[src/rtl/request_unit_pkg.sv]
// Shared types for the request unit: sequencer state and word-address helpers.
package request_unit_pkg;
  typedef enum logic [1:0] {FETCH, MEM, HALTED} ru_state_t;

  // Byte offset bits dropped when comparing word addresses.
  localparam int WORD_LSB = 2;
endpackage

[src/rtl/request_unit_link_reg.sv]
// LL/SC link register: remembers the word address of the last LL and
// reports whether a given address falls on that same word.
module link_reg
  import request_unit_pkg::*;
#(
  parameter int ADDR_W = 32
) (
  input  logic              clk,
  input  logic              rst,
  input  logic              set,
  input  logic              clr,
  input  logic [ADDR_W-1:0] set_addr,
  input  logic [ADDR_W-1:0] cmp_addr,
  output logic              match
);
  logic              link_valid;
  logic [ADDR_W-1:0] link_addr;

  always_ff @(posedge clk) begin
    if (rst) begin
      link_valid <= 1'b0;
      link_addr  <= '0;
    end else if (set) begin
      link_valid <= 1'b1;
      link_addr  <= set_addr;
    end else if (clr) begin
      link_valid <= 1'b0;
    end
  end

  assign match = link_valid &&
                 (link_addr[ADDR_W-1:WORD_LSB] == cmp_addr[ADDR_W-1:WORD_LSB]);
endmodule

[src/rtl/request_unit.sv]
// Request sequencer between control unit and caches: fetch, hold one data
// access until dhit, gate PC advance, resolve LL/SC, and latch HALT.
module request_unit
  import request_unit_pkg::*;
#(
  parameter int ADDR_W = 32
) (
  input  logic              CLK,
  input  logic              RST,
  input  logic              cu_dREN,
  input  logic              cu_dWEN,
  input  logic              cu_datomic,
  input  logic              cu_halt,
  input  logic [ADDR_W-1:0] cu_dmemaddr,
  input  logic [31:0]       cu_dmemstore,
  input  logic              ihit,
  input  logic              dhit,
  input  logic [31:0]       dmemload,
  output logic              iREN,
  output logic              dREN,
  output logic              dWEN,
  output logic [ADDR_W-1:0] dmemaddr,
  output logic [31:0]       dmemstore,
  output logic              halt,
  output logic              pc_en,
  output logic [31:0]       rdata,
  output logic              sc_valid,
  output logic              sc_result
);
  ru_state_t         state, next;
  logic              op_rd, op_wr, op_atomic;
  logic              latch_en, load_en, link_set, link_clr, match, is_sc;
  logic [ADDR_W-1:0] cmp_addr;

  // Both enables set decodes as a load.
  assign is_sc = cu_dWEN && !cu_dREN && cu_datomic;

  link_reg #(.ADDR_W(ADDR_W)) u_link (
    .clk      (CLK),
    .rst      (RST),
    .set      (link_set),
    .clr      (link_clr),
    .set_addr (dmemaddr),
    .cmp_addr (cmp_addr),
    .match    (match)
  );

  always_ff @(posedge CLK) begin
    if (RST) begin
      state     <= FETCH;
      op_rd     <= 1'b0;
      op_wr     <= 1'b0;
      op_atomic <= 1'b0;
      dmemaddr  <= '0;
      dmemstore <= '0;
      rdata     <= '0;
    end else begin
      state <= next;
      if (latch_en) begin
        op_rd     <= cu_dREN;
        op_wr     <= cu_dWEN && !cu_dREN;
        op_atomic <= cu_datomic;
        dmemaddr  <= cu_dmemaddr;
        dmemstore <= cu_dmemstore;
      end
      if (load_en) rdata <= dmemload;
    end
  end

  // Hits are qualified with !RST so a same-cycle reset suppresses every pulse.
  always_comb begin
    next      = state;
    pc_en     = 1'b0;
    sc_valid  = 1'b0;
    sc_result = 1'b0;
    latch_en  = 1'b0;
    load_en   = 1'b0;
    link_set  = 1'b0;
    link_clr  = 1'b0;
    cmp_addr  = cu_dmemaddr;
    unique case (state)
      FETCH: begin
        if (ihit && !RST) begin
          if (cu_halt) begin
            next = HALTED;
          end else if (is_sc && !match) begin
            pc_en    = 1'b1;
            sc_valid = 1'b1;
          end else if (cu_dREN || cu_dWEN) begin
            next     = MEM;
            latch_en = 1'b1;
          end else begin
            pc_en = 1'b1;
          end
        end
      end
      MEM: begin
        cmp_addr = dmemaddr;
        if (dhit && !RST) begin
          next  = FETCH;
          pc_en = 1'b1;
          if (op_rd) begin
            load_en  = 1'b1;
            link_set = op_atomic;
          end else begin
            sc_valid  = op_atomic;
            sc_result = op_atomic;
            link_clr  = match;
          end
        end
      end
      HALTED: ;
      default: next = FETCH;
    endcase
  end

  assign iREN = (state == FETCH);
  assign dREN = (state == MEM) && op_rd;
  assign dWEN = (state == MEM) && op_wr;
  assign halt = (state == HALTED);
endmodule

[config.mk]
export PLATFORM = sky130hd
export DESIGN_NAME = request_unit
export DESIGN_NICKNAME = d
export VERILOG_FILES = /design/src/rtl/request_unit_pkg.sv /design/src/rtl/request_unit_link_reg.sv /design/src/rtl/request_unit.sv
export SDC_FILE = /design/constraint.sdc
export NUM_CORES = 1
export LEC_CHECK = 0
export ABC_CLOCK_PERIOD_IN_PS = 3900
export CAP_MARGIN = 20
export CORE_ASPECT_RATIO = 1.25
export CORE_MARGIN = 5
export CORE_UTILIZATION = 41
export CTS_BUF_LIST = sky130_fd_sc_hd__clkbuf_16
export DETAILED_ROUTE_END_ITERATION = 6
export GPL_TIMING_DRIVEN = 0
export PLACE_DENSITY_LB_ADDON = 0.3
export SLEW_MARGIN = 20
export SYNTH_ARGS = -nofsm -noshare
export SYNTH_HDL_FRONTEND = slang
export SYNTH_HIERARCHICAL = 1
export SYNTH_SLANG_ARGS = --single-unit
export TNS_END_PERCENT = 50
[constraint.sdc]
create_clock -name CLK -period 3.9 [get_ports CLK]
set_input_delay 0.78 -clock CLK [delete_from_list [all_inputs] [get_ports CLK]]
set_output_delay 0.78 -clock CLK [all_outputs]
set_load 0.1 [all_outputs]
# After elaboration in Yosys (flattened, before gate mapping)
# Index checks and enable logic that the tools add are counted.
dict set report op_classes {
  n_eq_ne 7
  muxes 36
  bitwise_logic 1
  reduce_logical 15
}
# op n
set ops {}
lappend ops {{$mux 32} 1}
lappend ops {{$eq 30x30->1} 1}
lappend ops {{$mux 1} 27}
lappend ops {{$mux 2} 5}
lappend ops {{$logic_and 1x1->1} 8}
lappend ops {{$pmux 2 s3} 1}
lappend ops {{$reduce_and 5->1} 1}
lappend ops {{$pmux 1 s2} 2}
lappend ops {{$logic_not 1->1} 3}
lappend ops {{$ne 3x2->1 const B} 1}
lappend ops {{$ne 3x3->1 const B} 1}
lappend ops {{$eq 2x1->1 const B} 1}
lappend ops {{$eq 2x2->1 const B} 1}
lappend ops {{$logic_not 2->1} 1}
lappend ops {{$ne 2x1->1 const B} 1}
lappend ops {{$ne 2x2->1 const B} 1}
lappend ops {{$reduce_bool 2->1} 1}
lappend ops {{$logic_or 1x1->1} 1}
lappend ops {{$not 1->1} 1}
dict set report word_totals {
  ff_bits 134
  input_bits 104
  elab_cells 68
}

# Depth between registers and ports, before layout
dict set report depth {
  ltp_word 10
  ltp_mapped 14
  ltp_nobuf 10
}

# By module
# Netlist, hierarchy kept.
# module instances cells_each area_per_inst_um2 seq_area_each_um2
set by_module_without_submodules {}
lappend by_module_without_submodules {request_unit 1 505 4496.8 2021.9}
lappend by_module_without_submodules {link_reg 1 141 1408.9 620.6}

# Worst setup path after synthesis
# No wires, ideal clock.
dict set report synth_path {
  path_kind {reg-to-output}
  start {reg state[1]}
  end {out pc_en}
  t_arrival_ns 4.541
  t_required_ns 3.120
  slack_ns -1.421
  stages_incl_launch_ff 14
  n_path_buf 4
  path_cell_list {dfxtp_1 > nand2b_1 > buf_6 > clkbuf_1 > mux2_2 > xnor2_1 > nand4_1 > or4_1 > nor4_2 > nand2b_1 > a21o_1 > clkbuf_1 > buf_1 > o21ai_0}
}
dict set report synth_between {
  elab_chain_cells 10
}
# element line
set synth_rtl {}
lappend synth_rtl {{start: declaration} request_unit.sv:30} ;# ru_state_t state, next;
lappend synth_rtl {{start signal: assignment} request_unit.sv:58} ;# state <= next;
lappend synth_rtl {{$eq 2x1->1} request_unit.sv:81} ;# unique case (state)
lappend synth_rtl {{$mux 32} request_unit.sv:81}
lappend synth_rtl {{named net cmp_addr[22]} request_unit.sv:33} ;# logic [ADDR_W-1:0] cmp_addr;
lappend synth_rtl {{$eq 30x30->1} request_unit_link_reg.sv:32} ;# (link_addr[ADDR_W-1:WORD_LSB] == cmp_addr[ADDR_W-1:WORD_LSB]);
lappend synth_rtl {{$logic_and 1x1->1} request_unit_link_reg.sv:31} ;# assign match = link_valid &&
lappend synth_rtl {{named net match} request_unit.sv:32} ;# logic latch_en, load_en, link_set, link_clr, match, is_sc;
lappend synth_rtl {{$logic_not 1->1} request_unit.sv:86} ;# end else if (is_sc && !match) begin
lappend synth_rtl {{$logic_and 1x1->1} request_unit.sv:86}
lappend synth_rtl {{$mux 1} request_unit.sv:86}
lappend synth_rtl {{$mux 1} request_unit.sv:84} ;# if (cu_halt) begin
lappend synth_rtl {{$mux 1} request_unit.sv:83} ;# if (ihit && !RST) begin
lappend synth_rtl {{$pmux 1 s2} request_unit.sv:81}
lappend synth_rtl {{end: declaration} request_unit.sv:25} ;# output logic pc_en,
# The timed path passes the listed nets, and every way through them passes these cells.

# Worst setup path after layout
dict set report layout_path {
  start {in cu_dmemaddr[31]}
  end {out pc_en}
}
dict set report layout_between {
  elab_chain_cells 9
}
# element line
set layout_rtl {}
lappend layout_rtl {{start: declaration} request_unit.sv:14} ;# input logic [ADDR_W-1:0] cu_dmemaddr,
lappend layout_rtl {{$mux 32} request_unit.sv:81}
lappend layout_rtl {{named net cmp_addr[31]} request_unit.sv:33}
lappend layout_rtl {{$eq 30x30->1} request_unit_link_reg.sv:32}
lappend layout_rtl {{$logic_and 1x1->1} request_unit_link_reg.sv:31}
lappend layout_rtl {{named net match} request_unit.sv:32}
lappend layout_rtl {{$logic_not 1->1} request_unit.sv:86}
lappend layout_rtl {{$logic_and 1x1->1} request_unit.sv:86}
lappend layout_rtl {{$mux 1} request_unit.sv:86}
lappend layout_rtl {{$mux 1} request_unit.sv:84}
lappend layout_rtl {{$mux 1} request_unit.sv:83}
lappend layout_rtl {{$pmux 1 s2} request_unit.sv:81}
# The timed path passes the listed nets, and every way through them passes these cells.

==> qor.csv <==
stage,metric,value,unit
routing,drc_errors,0,
clock_network,cts_tree,done,
worst_setup_path,path_class,in -> out,
status,violations,negative setup slack,
clock_network,clk-insertion-delay-late,0.42,ns
place,dp_cells,1028,
routing,drt-pass1-iter-count,5,
floorplanning,io_pins,207,
floorplanning,start_util,0.4136,
power,p_leak,3.282,nW
timing,skew,0.008558,ns
floorplanning,core,0.01422,sq mm
timing,worst_slack,-0.2464,ns
timing,finalCritPeriodShare,1.063,
clock_network,clk_pin_slew,0.06,ns
global_routing,globalRoute.totalOverflow,0,
synthesis,syn_avg_cell_area,9.135,sq um
clock_network,ctsHoldBuffers,0,
worst_setup_path,crit_end,pc_en,
timing,setup_viol,2,
run,max-cap-violations,0,
power,power_switching_share,0.2632,
global_routing,grt_pass1_wl,28.29,mm
floorplanning,die_x,117.1,microns
timing,setup_tns,-0.4406,ns
final_layout,final_cell_area,0.009165,sq mm
routing,drt_wl_total,18.71,mm
floorplanning,rows,49,
final_layout,fill_cells,1212,
timing,post-route-min-period,4.146,ns
place,detailed_place.area,0.008210,sq mm
worst_setup_path,r2r_slack,0.23,ns
worst_setup_path,crit_required,3.12,ns
clock_network,cts_made_buffers,17,
clock_network,htree_levels,4,
clock_network,cts_root_buf,clkbuf_16,
global_routing,grt_pass1_vias,5543,
worst_setup_path,worstPathArrival,3.37,ns
routing,dr_total_vias,5515,
status,status,finished with violations,
worst_setup_path,r2r-end,dmemaddr[31]$_SDFFE_PP0P_,
power,ir_drop,0.0002681,V
global_routing,gr-usage-all-layers,0.2153,
worst_setup_path,endpoint_kind,primary output,
synthesis,yosysWarnings,6,
clock_network,cts_buffer_depth,2,
final_layout,multi_input_area,0.002968,sq mm
routing,first_iter_violations,281,
timing,worst_hold_slack,0.4699,ns
floorplanning,dieArea,0.01686,sq mm
place,hpwl,13.31,mm
clock_network,clock-sinks,132,
final_layout,antennaDiodeCount,0,
final_layout,syn_to_final_growth,55.78,%
timing,hold_viol,0,
worst_setup_path,worstSetupStartpointType,primary input,
min_path,hp-class,reg -> reg,
worst_setup_path,reg2regPathDepth,15,
final_layout,drive_gt1_frac,0.2022,
worst_setup_path,cp_max_fo,3,
place,place.gp.congestion,0.8055,
power,clockPowerShare,0.477,
synthesis,syn_area,0.005883,sq mm
synthesis,netlist_instances,644,
timing,slew-limit-headroom,0.3108,
synthesis,synth_nets,748,
final_layout,final_nets,986,
routing,vias_per_cell,5.140,
final_layout,stdcell_count,1073,
routing,detail-route-antenna-nets,0,
timing,rsz0062_at_grt,true,
global_routing,grt_max_degree,17,
power,sequentialPowerShare,0.384,
final_layout,seq_area,0.002663,sq mm
power,p_per_area,392.0,mW/mm^2
global_routing,antenna_found_initial,0,
timing,timing.fmax,241.2,MHz
routing,wire_per_inst,17.44,microns
power,intPower,2.647,mW
min_path,hold_path.startpoint,dmemstore[11]$_SDFFE_PP0P_,
timing,final_max_slew_viol_count,0,
power,p_sw,0.9457,mW
floorplanning,die_y,143.9,microns
worst_setup_path,crit_start,cu_dmemaddr[31],
power,p_comb_frac,0.139,
place,io_buffers,206,
timing,worst_slew_pin_slew,1.031,ns
worst_setup_path,regToRegStartpoint,state[1]$_SDFFE_PP0P_,
layout by cell type, fill, tap and decap left out, drive strengths merged:
master	instances
or3b	1
o31ai	2
nor2b	2
bufinv	4
mux2i	30
or4	1
and2	1
nor3	2
nand2b	2
a21oi	68
nand3b	32
nand3	65
dlymetal6s2s	1
nor3b	2
mux2	30
nand2	2
nor2	36
clkdlybuf4s50	201
o22ai	1
o21a	1
inv	38
xnor2	26
o21ai	97
nand4	7
clkbuf	59
nor4	3
a21o	2
clkinvlp	4
xor2	4
clkinv	5
dlygate4sd2	1
or4b	1
buf	32
dfxtp	132
through the flow:
stage | util | setup WS, ns | total power, mW
CTS | 0.6410 | -0.2612 | 3.608
detailed placement | 0.5772 | -2.050 | 1.882
global route | 0.6444 | -0.3346 | 3.701
finish | 0.6444 | -0.2464 | 3.593
floorplan | - | -0.07728 | 1.683
global placement | 0.5772 | -2.036 | 1.880
layout make-up:
| class | instances | area share |
|---|---|---|
| Tap cell | 178 | 0.02430 |
| Clock buffer | 17 | 0.04642 |
| Multi-Input combinational cell | 418 | 0.3238 |
| Sequential cell | 132 | 0.2905 |
| Inverter | 36 | 0.01474 |
| Timing Repair Buffer | 221 | 0.2401 |
| Clock inverter | 15 | 0.02253 |
| Buffer | 56 | 0.03754 |
worst max-delay path, stage by stage:
cell	delay, ns
clkdlybuf4s50_1	0.45
mux2_2	0.30
xnor2_2	0.15
nand4_1	0.14
or4_4	0.56
nor4_4	0.25
nand2b_4	0.18
a21o_1	0.17
buf_8	0.13
o21ai_4	0.07
buf_12	0.18
power groups by stage:
stage	registers [mW]	logic, mW	clock network, mW
after global routing	1.38	0.525	1.79
after floorplan	1.53	0.156	0
after global placement	1.41	0.469	0
final	1.38	0.498	1.71
after detailed placement	1.41	0.470	0
after CTS	1.38	0.494	1.73
worst min path at each step:
stage                                       to  slack, ns  cells after the start
floorplan                   op_wr$_SDFFE_PP0P_       0.44                      1
global route         dmemstore[6]$_SDFFE_PP0P_       0.49                      2
detailed placement   dmemstore[6]$_SDFFE_PP0P_       0.47                      2
CTS                 dmemstore[26]$_SDFFE_PP0P_       0.47                      2
global placement            op_wr$_SDFFE_PP0P_       0.45                      1
finish              dmemstore[11]$_SDFFE_PP0P_       0.47                      2
state kept, by name, indices dropped and copies added (netlist names):
name               count
dmemaddr              32
dmemstore             32
op_atomic              1
op_rd                  1
op_wr                  1
rdata                 32
state                  2
u_link/link_addr      30
u_link/link_valid      1
metal layers:
layer,routed length [microns],vias up,global-route usage
met5,0,-,0
met4,255,0,0.07126
met3,1378,20,0.05265
met2,9313,183,0.3719
met1,7764,2603,0.2598
li1,-,2709,-
repair_timing:
item | 4_1_cts | 5_1_grt
hold endpoints to repair | 0 | 0
gates resized for setup | 51 | 12
cloned | 1 | 0
pin swaps | 9 | 7
setup buffers | 10 | 4
setup endpoints to repair | 50 | 3
(Power assumes the default switching activity.)
